==> config.mk <==
export PLATFORM = sky130hd
export DESIGN_NAME = oled_init_sequencer_flat
export DESIGN_NICKNAME = d
export VERILOG_FILES = /design/src/rtl/oled_pkg.sv /design/src/rtl/oled_init_sequencer_if.sv /design/src/rtl/oled_delay_counter.sv /design/src/rtl/oled_init_sequencer.sv /design/src/flat_wrapper.sv
export SDC_FILE = /design/constraint.sdc
export NUM_CORES = 1
export LEC_CHECK = 0
export BUFFER_PORTS_ARGS = -buffer_cell sky130_fd_sc_hd__clkbuf_2
export CELL_PAD_IN_SITES_DETAIL_PLACEMENT = 0
export CELL_PAD_IN_SITES_GLOBAL_PLACEMENT = 1
export CORE_MARGIN = 2
export CORE_UTILIZATION = 50
export CTS_CLUSTER_SIZE = 16
export DETAILED_ROUTE_END_ITERATION = 6
export PLACE_DENSITY = 0.85
export SLEW_MARGIN = 20
export SYNTH_ARGS = -nofsm -noshare
export SYNTH_HDL_FRONTEND = slang
export SYNTH_SLANG_ARGS = --single-unit
==> constraint.sdc <==
create_clock -name i_Clk -period 4.9 [get_ports i_Clk]
set_input_delay 0.245 -clock i_Clk [delete_from_list [all_inputs] [get_ports i_Clk]]
set_output_delay 0.245 -clock i_Clk [all_outputs]
set_load 0.005 [all_outputs]
==> src/rtl/oled_pkg.sv <==
// Shared definitions for the SSD1331 power-up sequencer: opcodes, the
// init command table, FSM state encoding and a parameter helper.
package oled_pkg;

  localparam int unsigned INIT_LEN = 13;
  localparam int unsigned IDX_W    = 4;
  localparam int unsigned BYTE_W   = 8;

  // SSD1331 opcodes and their argument bytes used during init
  localparam logic [BYTE_W-1:0] DISPLAY_OFF        = 8'hAE;
  localparam logic [BYTE_W-1:0] SET_REMAP          = 8'hA0;
  localparam logic [BYTE_W-1:0] REMAP_CFG          = 8'h72;
  localparam logic [BYTE_W-1:0] SET_START_LINE     = 8'hA1;
  localparam logic [BYTE_W-1:0] START_LINE_0       = 8'h00;
  localparam logic [BYTE_W-1:0] SET_DISP_OFFSET    = 8'hA2;
  localparam logic [BYTE_W-1:0] DISP_OFFSET_0      = 8'h00;
  localparam logic [BYTE_W-1:0] NORMAL_DISPLAY     = 8'hA4;
  localparam logic [BYTE_W-1:0] SET_MULTIPLEX      = 8'hA8;
  localparam logic [BYTE_W-1:0] MUX_RATIO_64       = 8'h3F;
  localparam logic [BYTE_W-1:0] SET_MASTER_CFG     = 8'hAD;
  localparam logic [BYTE_W-1:0] MASTER_CFG_EXT_VCC = 8'h8E;
  localparam logic [BYTE_W-1:0] DISPLAY_ON         = 8'hAF;

  localparam logic [BYTE_W-1:0] INIT_TABLE [INIT_LEN] = '{
    DISPLAY_OFF,
    SET_REMAP,       REMAP_CFG,
    SET_START_LINE,  START_LINE_0,
    SET_DISP_OFFSET, DISP_OFFSET_0,
    NORMAL_DISPLAY,
    SET_MULTIPLEX,   MUX_RATIO_64,
    SET_MASTER_CFG,  MASTER_CFG_EXT_VCC,
    DISPLAY_ON
  };

  typedef enum logic [2:0] {
    ST_IDLE,
    ST_RES_LOW,
    ST_RES_WAIT,
    ST_CS_SETUP,
    ST_SEND,
    ST_WAIT_LO,
    ST_WAIT_HI,
    ST_CS_HOLD
  } state_t;

  // Largest of the four delay parameters; sizes the shared counter
  function automatic int unsigned max4(input int unsigned a, input int unsigned b,
                                       input int unsigned c, input int unsigned d);
    int unsigned m;
    m = a;
    if (b > m) m = b;
    if (c > m) m = c;
    if (d > m) m = d;
    return m;
  endfunction

endpackage

==> src/rtl/oled_init_sequencer_if.sv <==
// Control/SPI-handshake/panel-pin bundle of the OLED init sequencer.
// master: the sequencer side (drives TX byte/DV and panel pins).
// slave : the surrounding logic (drives start and the SPI master's Ready).
interface oled_init_sequencer_if;
  logic       i_Start;
  logic       o_Busy;
  logic       o_Done;
  logic [7:0] o_TX_Byte;
  logic       o_TX_DV;
  logic       i_TX_Ready;
  logic       o_OLED_RES_n;
  logic       o_OLED_CS_n;
  logic       o_OLED_DC;

  modport master (
    input  i_Start, i_TX_Ready,
    output o_Busy, o_Done, o_TX_Byte, o_TX_DV,
    output o_OLED_RES_n, o_OLED_CS_n, o_OLED_DC
  );

  modport slave (
    output i_Start, i_TX_Ready,
    input  o_Busy, o_Done, o_TX_Byte, o_TX_DV,
    input  o_OLED_RES_n, o_OLED_CS_n, o_OLED_DC
  );
endinterface

==> src/rtl/oled_delay_counter.sv <==
// Loadable down-counter with a zero flag, shared by the sequencer's delay states.
// Ports: clk, rst (async, active high), load/load_val (load takes priority),
//        zero_c (combinational: count is zero). Counting stops at zero.
module oled_delay_counter #(
  parameter int unsigned WIDTH = 8
) (
  input  logic             clk,
  input  logic             rst,
  input  logic             load,
  input  logic [WIDTH-1:0] load_val,
  output logic             zero_c
);

  logic [WIDTH-1:0] count;

  always_ff @(posedge clk or posedge rst) begin
    if (rst) begin
      count <= '0;
    end else if (load) begin
      count <= load_val;
    end else if (count != '0) begin
      count <= count - WIDTH'(1);
    end
  end

  assign zero_c = (count == '0);

endmodule

==> src/rtl/oled_init_sequencer.sv <==
// SSD1331 power-up sequencer: on start, pulses the panel reset, then streams
// the init command table to an SPI master one byte per Ready handshake inside
// a single CS_n window, then pulses done.
// Ports: i_Clk, i_Rst (async, active high), bus (master modport):
//   i_Start, o_Busy, o_Done, o_TX_Byte, o_TX_DV, i_TX_Ready,
//   o_OLED_RES_n, o_OLED_CS_n, o_OLED_DC.
module oled_init_sequencer
  import oled_pkg::*;
#(
  parameter int unsigned RESET_LOW_CLKS  = 250,
  parameter int unsigned RESET_WAIT_CLKS = 2500,
  parameter int unsigned CS_SETUP_CLKS   = 2,
  parameter int unsigned CS_HOLD_CLKS    = 2
) (
  input  logic                   i_Clk,
  input  logic                   i_Rst,
  oled_init_sequencer_if.master  bus
);

  localparam int unsigned MAX_CLKS =
    max4(RESET_LOW_CLKS, RESET_WAIT_CLKS, CS_SETUP_CLKS, CS_HOLD_CLKS);
  localparam int unsigned CNT_W = $clog2(MAX_CLKS) + 1;
  localparam logic [IDX_W-1:0] LAST_IDX = IDX_W'(INIT_LEN - 1);

  // Counter loads N-1 on state entry so each delay state lasts exactly N cycles
  localparam logic [CNT_W-1:0] LD_RES_LOW  = CNT_W'(RESET_LOW_CLKS - 1);
  localparam logic [CNT_W-1:0] LD_RES_WAIT = CNT_W'(RESET_WAIT_CLKS - 1);
  localparam logic [CNT_W-1:0] LD_CS_SETUP = CNT_W'(CS_SETUP_CLKS - 1);
  localparam logic [CNT_W-1:0] LD_CS_HOLD  = CNT_W'(CS_HOLD_CLKS - 1);

  state_t             state, state_next;
  logic [IDX_W-1:0]   idx, idx_next, idx_inc;
  logic               busy, busy_next;
  logic               done, done_next;
  logic [BYTE_W-1:0]  tx_byte, tx_byte_next;
  logic               tx_dv, tx_dv_next;
  logic               res_n, res_n_next;
  logic               cs_n, cs_n_next;
  logic               cnt_load;
  logic [CNT_W-1:0]   cnt_val;
  logic               cnt_zero;

  oled_delay_counter #(.WIDTH(CNT_W)) u_delay (
    .clk      (i_Clk),
    .rst      (i_Rst),
    .load     (cnt_load),
    .load_val (cnt_val),
    .zero_c   (cnt_zero)
  );

  assign idx_inc = idx + IDX_W'(1);

  // State and registered outputs
  always_ff @(posedge i_Clk or posedge i_Rst) begin
    if (i_Rst) begin
      state   <= ST_IDLE;
      idx     <= '0;
      busy    <= 1'b0;
      done    <= 1'b0;
      tx_byte <= '0;
      tx_dv   <= 1'b0;
      res_n   <= 1'b1;
      cs_n    <= 1'b1;
    end else begin
      state   <= state_next;
      idx     <= idx_next;
      busy    <= busy_next;
      done    <= done_next;
      tx_byte <= tx_byte_next;
      tx_dv   <= tx_dv_next;
      res_n   <= res_n_next;
      cs_n    <= cs_n_next;
    end
  end

  // Next-state and next-output logic
  always_comb begin
    state_next   = state;
    idx_next     = idx;
    busy_next    = busy;
    done_next    = 1'b0;
    tx_byte_next = tx_byte;
    tx_dv_next   = 1'b0;
    res_n_next   = res_n;
    cs_n_next    = cs_n;
    cnt_load     = 1'b0;
    cnt_val      = '0;

    unique case (state)
      ST_IDLE: begin
        // A start coinciding with the done pulse is dropped
        if (bus.i_Start && !done) begin
          state_next = ST_RES_LOW;
          busy_next  = 1'b1;
          idx_next   = '0;
          res_n_next = 1'b0;
          cnt_load   = 1'b1;
          cnt_val    = LD_RES_LOW;
        end
      end
      ST_RES_LOW: begin
        if (cnt_zero) begin
          state_next = ST_RES_WAIT;
          res_n_next = 1'b1;
          cnt_load   = 1'b1;
          cnt_val    = LD_RES_WAIT;
        end
      end
      ST_RES_WAIT: begin
        if (cnt_zero) begin
          state_next   = ST_CS_SETUP;
          cs_n_next    = 1'b0;
          tx_byte_next = INIT_TABLE[0];
          cnt_load     = 1'b1;
          cnt_val      = LD_CS_SETUP;
        end
      end
      ST_CS_SETUP: begin
        if (cnt_zero) state_next = ST_SEND;
      end
      ST_SEND: begin
        if (bus.i_TX_Ready) begin
          tx_dv_next = 1'b1;
          state_next = ST_WAIT_LO;
        end
      end
      ST_WAIT_LO: begin
        // Ready low means the master has taken the byte
        if (!bus.i_TX_Ready) state_next = ST_WAIT_HI;
      end
      ST_WAIT_HI: begin
        if (bus.i_TX_Ready) begin
          if (idx < LAST_IDX) begin
            idx_next     = idx_inc;
            tx_byte_next = INIT_TABLE[idx_inc];
            state_next   = ST_SEND;
          end else begin
            state_next = ST_CS_HOLD;
            cnt_load   = 1'b1;
            cnt_val    = LD_CS_HOLD;
          end
        end
      end
      ST_CS_HOLD: begin
        if (cnt_zero) begin
          state_next = ST_IDLE;
          cs_n_next  = 1'b1;
          done_next  = 1'b1;
          busy_next  = 1'b0;
        end
      end
      default: state_next = ST_IDLE;
    endcase
  end

  assign bus.o_Busy       = busy;
  assign bus.o_Done       = done;
  assign bus.o_TX_Byte    = tx_byte;
  assign bus.o_TX_DV      = tx_dv;
  assign bus.o_OLED_RES_n = res_n;
  assign bus.o_OLED_CS_n  = cs_n;
  assign bus.o_OLED_DC    = 1'b0;

endmodule

==> src/flat_wrapper.sv <==
// flat-port wrapper written by rule: the top's interface ports become plain ports
module oled_init_sequencer_flat import oled_pkg::*;
#(
  parameter int unsigned RESET_LOW_CLKS  = 250,
  parameter int unsigned RESET_WAIT_CLKS = 2500,
  parameter int unsigned CS_SETUP_CLKS   = 2,
  parameter int unsigned CS_HOLD_CLKS    = 2
)
  (i_Clk, i_Rst, bus_i_Start, bus_i_TX_Ready, bus_o_Busy, bus_o_Done, bus_o_TX_Byte, bus_o_TX_DV, bus_o_OLED_RES_n, bus_o_OLED_CS_n, bus_o_OLED_DC);
  oled_init_sequencer_if bus_i ();
  input  logic i_Clk;
  input  logic i_Rst;
  input wire logic [$bits(bus_i.i_Start)-1:0] bus_i_Start;
  input wire logic [$bits(bus_i.i_TX_Ready)-1:0] bus_i_TX_Ready;
  output wire logic [$bits(bus_i.o_Busy)-1:0] bus_o_Busy;
  output wire logic [$bits(bus_i.o_Done)-1:0] bus_o_Done;
  output wire logic [$bits(bus_i.o_TX_Byte)-1:0] bus_o_TX_Byte;
  output wire logic [$bits(bus_i.o_TX_DV)-1:0] bus_o_TX_DV;
  output wire logic [$bits(bus_i.o_OLED_RES_n)-1:0] bus_o_OLED_RES_n;
  output wire logic [$bits(bus_i.o_OLED_CS_n)-1:0] bus_o_OLED_CS_n;
  output wire logic [$bits(bus_i.o_OLED_DC)-1:0] bus_o_OLED_DC;
  assign bus_i.i_Start = bus_i_Start;
  assign bus_i.i_TX_Ready = bus_i_TX_Ready;
  assign bus_o_Busy = bus_i.o_Busy;
  assign bus_o_Done = bus_i.o_Done;
  assign bus_o_TX_Byte = bus_i.o_TX_Byte;
  assign bus_o_TX_DV = bus_i.o_TX_DV;
  assign bus_o_OLED_RES_n = bus_i.o_OLED_RES_n;
  assign bus_o_OLED_CS_n = bus_i.o_OLED_CS_n;
  assign bus_o_OLED_DC = bus_i.o_OLED_DC;
  oled_init_sequencer #(.RESET_LOW_CLKS(RESET_LOW_CLKS), .RESET_WAIT_CLKS(RESET_WAIT_CLKS), .CS_SETUP_CLKS(CS_SETUP_CLKS), .CS_HOLD_CLKS(CS_HOLD_CLKS)) u_core (.i_Clk(i_Clk), .i_Rst(i_Rst), .bus(bus_i));
endmodule
==> flow_metrics.py, run 1 <==
metrics = {
    "status": {
        "status": "completed",
    },
    "sta": {
        "hold_viol_final": 0,
        "slew_viol_final": 0,
        "period_share_pct": 44.28,
        "period_needed_ns": 2.170,
        "setup_viol": 0,
        "worst_pin_slew_ns": 0.5816,
        "fmax_mhz": 460.9,
        "rsz0062_at_grt": "false",
        "holdWs_ns": 0.03482,
        "setup_slack_ns": 2.730,
        "max_slew_margin_pct": 61.09,
        "fin_setup_tns_ns": 0,
        "fin_worst_skew_ns": 0.004162,
    },
    "grt": {
        "grt.overflow.total": 0,
        "grt_pass1_wl_mm": 7.224,
        "grtUsageTotal_pct": 21.06,
        "grt_max_degree": 34,
        "grt_pass1_vias": 1503,
        "antenna_found_initial": 0,
    },
    "layout": {
        "final_core_util_pct": 55.64,
        "final_cells": 271,
        "antenna_cells": 0,
        "fin_area_um2": 2210,
        "fillers": 366,
        "syn2layout_area_growth_pct": 8.277,
        "nNetsFinal": 232,
        "drive_gt1_share_pct": 16.29,
    },
    "cts": {
        "cts_buffers": 5,
        "path_clk_slew_ns": 0.06,
        "cts_max_path_buffers": 2,
        "htreeDepth": 2,
        "cts_tree": "built",
        "numClockSinks": 33,
        "clkLatencyLatePin_ns": 0.28,
        "holdBufCountCts": 0,
        "cts_resized": 0,
        "post_cts_buffers": 0,
        "root_buffer": "clkbuf_8",
    },
    "synth": {
        "synth_edf_count": 0,
        "yosysSeqAreaShare_pct": 40.59,
        "syn_area_per_cell_um2": 9.811,
        "syn-num-nets": 219,
        "synth.cell_area_um2": 2041,
        "async_flop_share_pct": 100.0,
        "synth.distinct_cells": 63,
        "ys_ff_latch": 33,
        "postSynthCellCount": 208,
        "synthFlopType": "dfrtp_1",
        "yosysWarnings": 0,
    },
    "place": {
        "dp_slack_ns": 2.725,
        "placedInstanceArea_um2": 2123,
        "dpl.cell_count": 264,
        "hpwlAfterDp_mm": 3.220,
        "globalplace.congestion": 0.7830,
        "port_buffers": 16,
    },
    "critical_path": {
        "cp-start-kind": "flip-flop",
        "endpoint": "u_core.u_delay.count[1]",
        "r2r-start": "u_core.u_delay.count[0]",
        "crit_type": "reg -> reg",
        "path_max_fanout": 9,
        "startpoint": "u_core.u_delay.count[0]",
        "cp-end-kind": "flip-flop",
        "reg2reg_depth": 6,
        "cp.arrival_ns": 2.35,
        "reg2reg_to": "u_core.u_delay.count[1]",
        "required_ns": 5.08,
        "r2r_setup_slack_ns": 2.73,
    },
    "flow_run": {
        "cap_viol_max_count": 0,
    },
    "route": {
        "drtIter0Drc": 86,
        "wirelength_mm": 4.370,
        "via_per_inst": 6.081,
        "vias": 1648,
        "ant_nets": 0,
        "wl_per_cell_um": 16.13,
        "dr.pass1.iters": 4,
        "drc": 0,
    },
    "power_and_ir_drop": {
        "power.density_nw_per_um2": 412.2,
        "power_mw": 0.9108,
        "leakage_nw": 0.9570,
        "vdd_drop_max_v": 0.0001675,
    },
    "die": {
        "fp.dieW_um": 67.89,
        "ios": 18,
        "die-area_um2": 4608,
        "coreArea_um2": 3971,
        "rows": 23,
        "die_h_um": 67.89,
        "start_util_pct": 51.39,
    },
    "hold_path": {
        "hold_path_class": "in -> async",
    },
}
## placed cells by master (no fill, tap or decap), types with 3 or more instances in the layout
master	netlist	routed
inv_1	8	8
or3_1	3	3
nand3_1	7	7
dfrtp_1	31	31
nor3_1	3	3
nand2b_1	4	4
o21ai_1	3	3
a211oi_1	4	4
and2_1	3	3
mux2_2	4	4
a31oi_1	3	3
o21a_1	4	4
a21oi_1	9	9
xnor2_1	4	4
nor4_1	4	4
clkbuf_2	0	16
or4_1	5	5
mux2i_1	7	7
nand2_1	11	11
ha_1	7	7
o21ai_0	12	12
nand4_1	5	5
clkbuf_8	0	6
o31ai_1	5	5
nor2_1	9	9
## report_power, final
part           leakage [nW]  switching [mW]  internal, mW
clock                0.0443          0.0913         0.111
sequential            0.397           0.100         0.327
combinational         0.516           0.151         0.130
total                 0.957           0.343         0.568
## synthesized netlist by cell type (2+ instances only)
library cell | count | share of area [%]
buf_6 | 2 | 1.1
and3_1 | 2 | 0.61
o21a_1 | 4 | 1.5
xor2_1 | 2 | 0.86
nor2_1 | 9 | 1.7
o21ai_1 | 3 | 0.74
mux2_2 | 4 | 2.2
o31a_1 | 2 | 0.86
and4_1 | 2 | 0.86
dfrtp_1 | 31 | 38
and2_1 | 3 | 0.92
nand3_1 | 7 | 1.7
buf_2 | 3 | 0.74
a31oi_1 | 3 | 0.92
a211oi_1 | 4 | 1.5
or4_1 | 5 | 1.8
clkbuf_1 | 4 | 0.74
mux2i_1 | 7 | 3.4
or3_1 | 3 | 0.92
nor4b_1 | 2 | 0.86
nand4_1 | 5 | 1.5
inv_1 | 8 | 1.5
and3b_1 | 2 | 0.86
nor3_1 | 3 | 0.74
xnor2_1 | 4 | 1.7
o21ai_0 | 12 | 2.9
ha_1 | 7 | 4.3
nor4_1 | 4 | 1.2
nand2b_1 | 4 | 1.2
o31ai_1 | 5 | 1.8
a21oi_1 | 9 | 2.2
dfstp_2 | 2 | 2.6
nand2_1 | 11 | 2.0
## per-layer routing
metal / vias up / global-route usage [%] / wire (um)
li1: 807 / - / -
met4: 0 / 7.000 / 51
met2: 41 / 32.48 / 2035
met5: - / 0 / 0
met3: 5 / 4.441 / 179
met1: 795 / 29.53 / 2104
## worst max-delay path: stages (launching register included)
cell     delay (ns)
dfrtp_1        0.41
inv_1          0.07
ha_1           0.20
nor4b_4        0.38
nand4_1        0.44
and2_1         0.33
o31ai_1        0.24
## worst min-delay path by stage
stage / start / endpoint / slack [ns] / cells after the start
after detailed placement: i_Rst / u_core.u_delay.count[5] / 0.35 / 3
final: i_Rst / u_core.idx[1] / 0.03 / 3
after global placement: i_Rst / u_core.bus.o_TX_Byte[6] / 0.34 / 3
after CTS: i_Rst / u_core.bus.o_TX_Byte[5] / 0.04 / 3
after floorplan: i_Rst / u_core.bus.o_Busy / 0.37 / 1
after global routing: i_Rst / u_core.u_delay.count[7] / 0.07 / 3
## flip-flops by register name, summed over array words and instances (netlist names)
register,flops
u_core.bus.o_TX_Byte,8
u_core.bus.o_OLED_RES_n,1
u_core.bus.o_OLED_CS_n,1
u_core.bus.o_Done,1
u_core.u_delay.count,13
u_core.bus.o_Busy,1
u_core.idx,4
u_core.state,3
u_core.bus.o_TX_DV,1
## kinds of logic after synthesis
group | count (synthesis) | share of synthesized area [%]
DFF | 33 | 40.59
other | 1 | 0.1838
and+or+nand+nor | 76 | 23.79
xor gates and xnor gates | 6 | 2.575
muxes | 12 | 6.192
adders and majority gates | 7 | 4.292
buffers and inverters | 19 | 4.782
AOI/OAI and AO/OA | 54 | 17.60
## area by class of cell
cell class	instances	area, um^2	area share, %
multi-input cells	156	1115	50.45
flip-flops and latches	33	828.3	37.49
repair buffers	17	87.58	3.964
clock buffers	7	86.33	3.907
well taps	50	62.56	2.831
inverters	8	30.03	1.359
No activity file was read; power rests on OpenSTA's default activity.
==> run 2, diff against run 1 <==
CORE_UTILIZATION = 46   (was 50)
PLACE_DENSITY = 0.79   (was 0.85)
clock period = 2.26 ns   (was 4.9 ns; I/O delays follow)
==> flow_metrics.py, run 2 (same netlist as run 1, synthesis figures left out) <==
metrics = {
    "grt": {
        "grt.overflow.total": 0,
        "grt_pass1_wl_mm": 7.955,
        "grt_pass1_vias": 1613,
        "grtUsageMet3_pct": 4.274,
        "antenna_found_initial": 0,
        "use_met1_pct": 28.36,
        "grtUsageTotal_pct": 20.18,
        "grt-busiest-layer": "met2",
        "grt_max_degree": 21,
        "grtUsageMet2_pct": 31.13,
    },
    "route": {
        "vias": 1661,
        "drc": 0,
        "ant_nets": 0,
        "dr.pass1.iters": 4,
        "wl_per_cell_um": 16.27,
        "via_per_inst": 5.828,
        "drtIter0Drc": 121,
        "wirelength_mm": 4.637,
    },
    "sta": {
        "rsz0062_at_grt": "false",
        "holdWs_ns": 0.1694,
        "fin_worst_skew_ns": 0.005162,
        "fin_setup_tns_ns": 0,
        "period_needed_ns": 2.062,
        "hold_viol_final": 0,
        "fmax_mhz": 485.0,
        "setup_viol": 0,
        "max_slew_margin_pct": 64.16,
        "worst_pin_slew_ns": 0.5370,
        "period_share_pct": 91.23,
        "slew_viol_final": 0,
    },
    "cts": {
        "numClockSinks": 33,
        "htreeDepth": 2,
        "cts_buffers": 5,
        "post_cts_buffers": 0,
        "root_buffer": "clkbuf_8",
        "holdBufCountCts": 1,
        "cts_resized": 0,
        "cts_max_path_buffers": 2,
        "path_clk_slew_ns": 0.07,
        "cts_tree": "built",
        "clkLatencyLatePin_ns": 0.29,
    },
    "hold_path": {
        "hold_path_class": "in -> reg",
        "min_from": "bus_i_TX_Ready",
    },
    "place": {
        "hpwlAfterDp_mm": 3.431,
        "globalplace.congestion": 0.8446,
        "port_buffers": 16,
    },
    "layout": {
        "top_register": "u_core.u_delay.count",
        "nNetsFinal": 243,
        "antenna_cells": 0,
        "mostFrequentLayoutCell": "dfrtp_1",
        "final_core_util_pct": 53.47,
        "layout_common_cells": "dfrtp_1 (31), clkbuf_2 (16), o21ai_0 (12)",
        "drive_gt1_share_pct": 20.60,
        "syn2layout_area_growth_pct": 13.30,
        "largest_reg_flops": 13,
    },
    "die": {
        "ios": 18,
        "fp.dieW_um": 70.61,
        "rows": 24,
        "start_util_pct": 47.19,
        "die-area_um2": 4985,
        "die_h_um": 70.61,
        "coreArea_um2": 4324,
    },
    "power_and_ir_drop": {
        "vdd_drop_max_v": 0.0003925,
        "leakage_nw": 1.019,
        "power.density_nw_per_um2": 893.4,
    },
    "critical_path": {
        "endpoint": "u_core.u_delay.count[3]",
        "path_max_fanout": 6,
        "path_cells": "inv_1, ha_1, or4b_1, nor4_1, and4_1, o31ai_1",
        "r2r-start": "u_core.u_delay.count[0]",
        "cp-end-kind": "flip-flop",
        "r2r_setup_slack_ns": 0.20,
        "crit_type": "reg -> reg",
        "cp-start-kind": "flip-flop",
        "required_ns": 2.42,
        "critPathMaxStageDelay_ns": 0.50,
        "cp_slowest_cell": "or4b_1",
        "reg2reg_depth": 6,
        "reg2reg_to": "u_core.u_delay.count[3]",
        "cp.arrival_ns": 2.22,
        "startpoint": "u_core.u_delay.count[0]",
    },
    "flow_run": {
        "cap_viol_max_count": 0,
    },
    "status": {
        "status": "completed",
    },
}
-- run 2: report_power, final --
group          internal [mW]  leakage, nW  switching (mW)
registers              0.708        0.397           0.180
logic                  0.314        0.568           0.361
clock network          0.275       0.0542           0.228
total                   1.30         1.02           0.768
-- run 2: routing by layer --
metal  vias up  wire, um
met1       794      2227
met3         4       216
met4         0        61
met5         -         0
met2        35      2131
li1        828         -
-- run 2: layout make-up --
| class | count | area, um^2 |
|---|---|---|
| inverter | 8 | 30.03 |
| multi-input combinational | 156 | 1115 |
| clock inverter | 1 | 5.005 |
| fill | 418 | 2012 |
| clock buffer | 7 | 96.34 |
| sequential | 33 | 828.3 |
| timing repair buffer | 28 | 172.7 |
| tap | 52 | 65.06 |
-- run 2: critical path: cells and delay by family (launching register included) --
family | cells | cell delay (ns)
and+or+nand+nor | 3 | 1.15
DFF | 1 | 0.42
adders and majority gates | 1 | 0.19
AOI/OAI and AO/OA | 1 | 0.11
buffers and inverters | 1 | 0.08
-- run 2: metrics by stage --
step	instance area, um^2	total power [mW]	setup WS [ns]	instances
after floorplan	2041	1.375	0.3399	208
after global placement	2201	1.539	0.2674	276
after detailed placement	2201	1.564	0.2262	276
after CTS	2312	2.077	0.2129	285
after global routing	2312	2.205	0.09640	285
final	2312	2.066	0.1982	285
-- run 2: how the worst min path moves through the flow --
stage,endpoint,slack [ns],cells after the start
global placement,u_core.bus.o_TX_Byte[6],0.15,2
detailed placement,u_core.bus.o_TX_Byte[6],0.18,2
finish,u_core.bus.o_TX_DV,0.17,3
floorplan,u_core.bus.o_Busy,0.24,1
global route,u_core.bus.o_TX_DV,0.18,3
CTS,u_core.bus.o_TX_DV,0.16,3
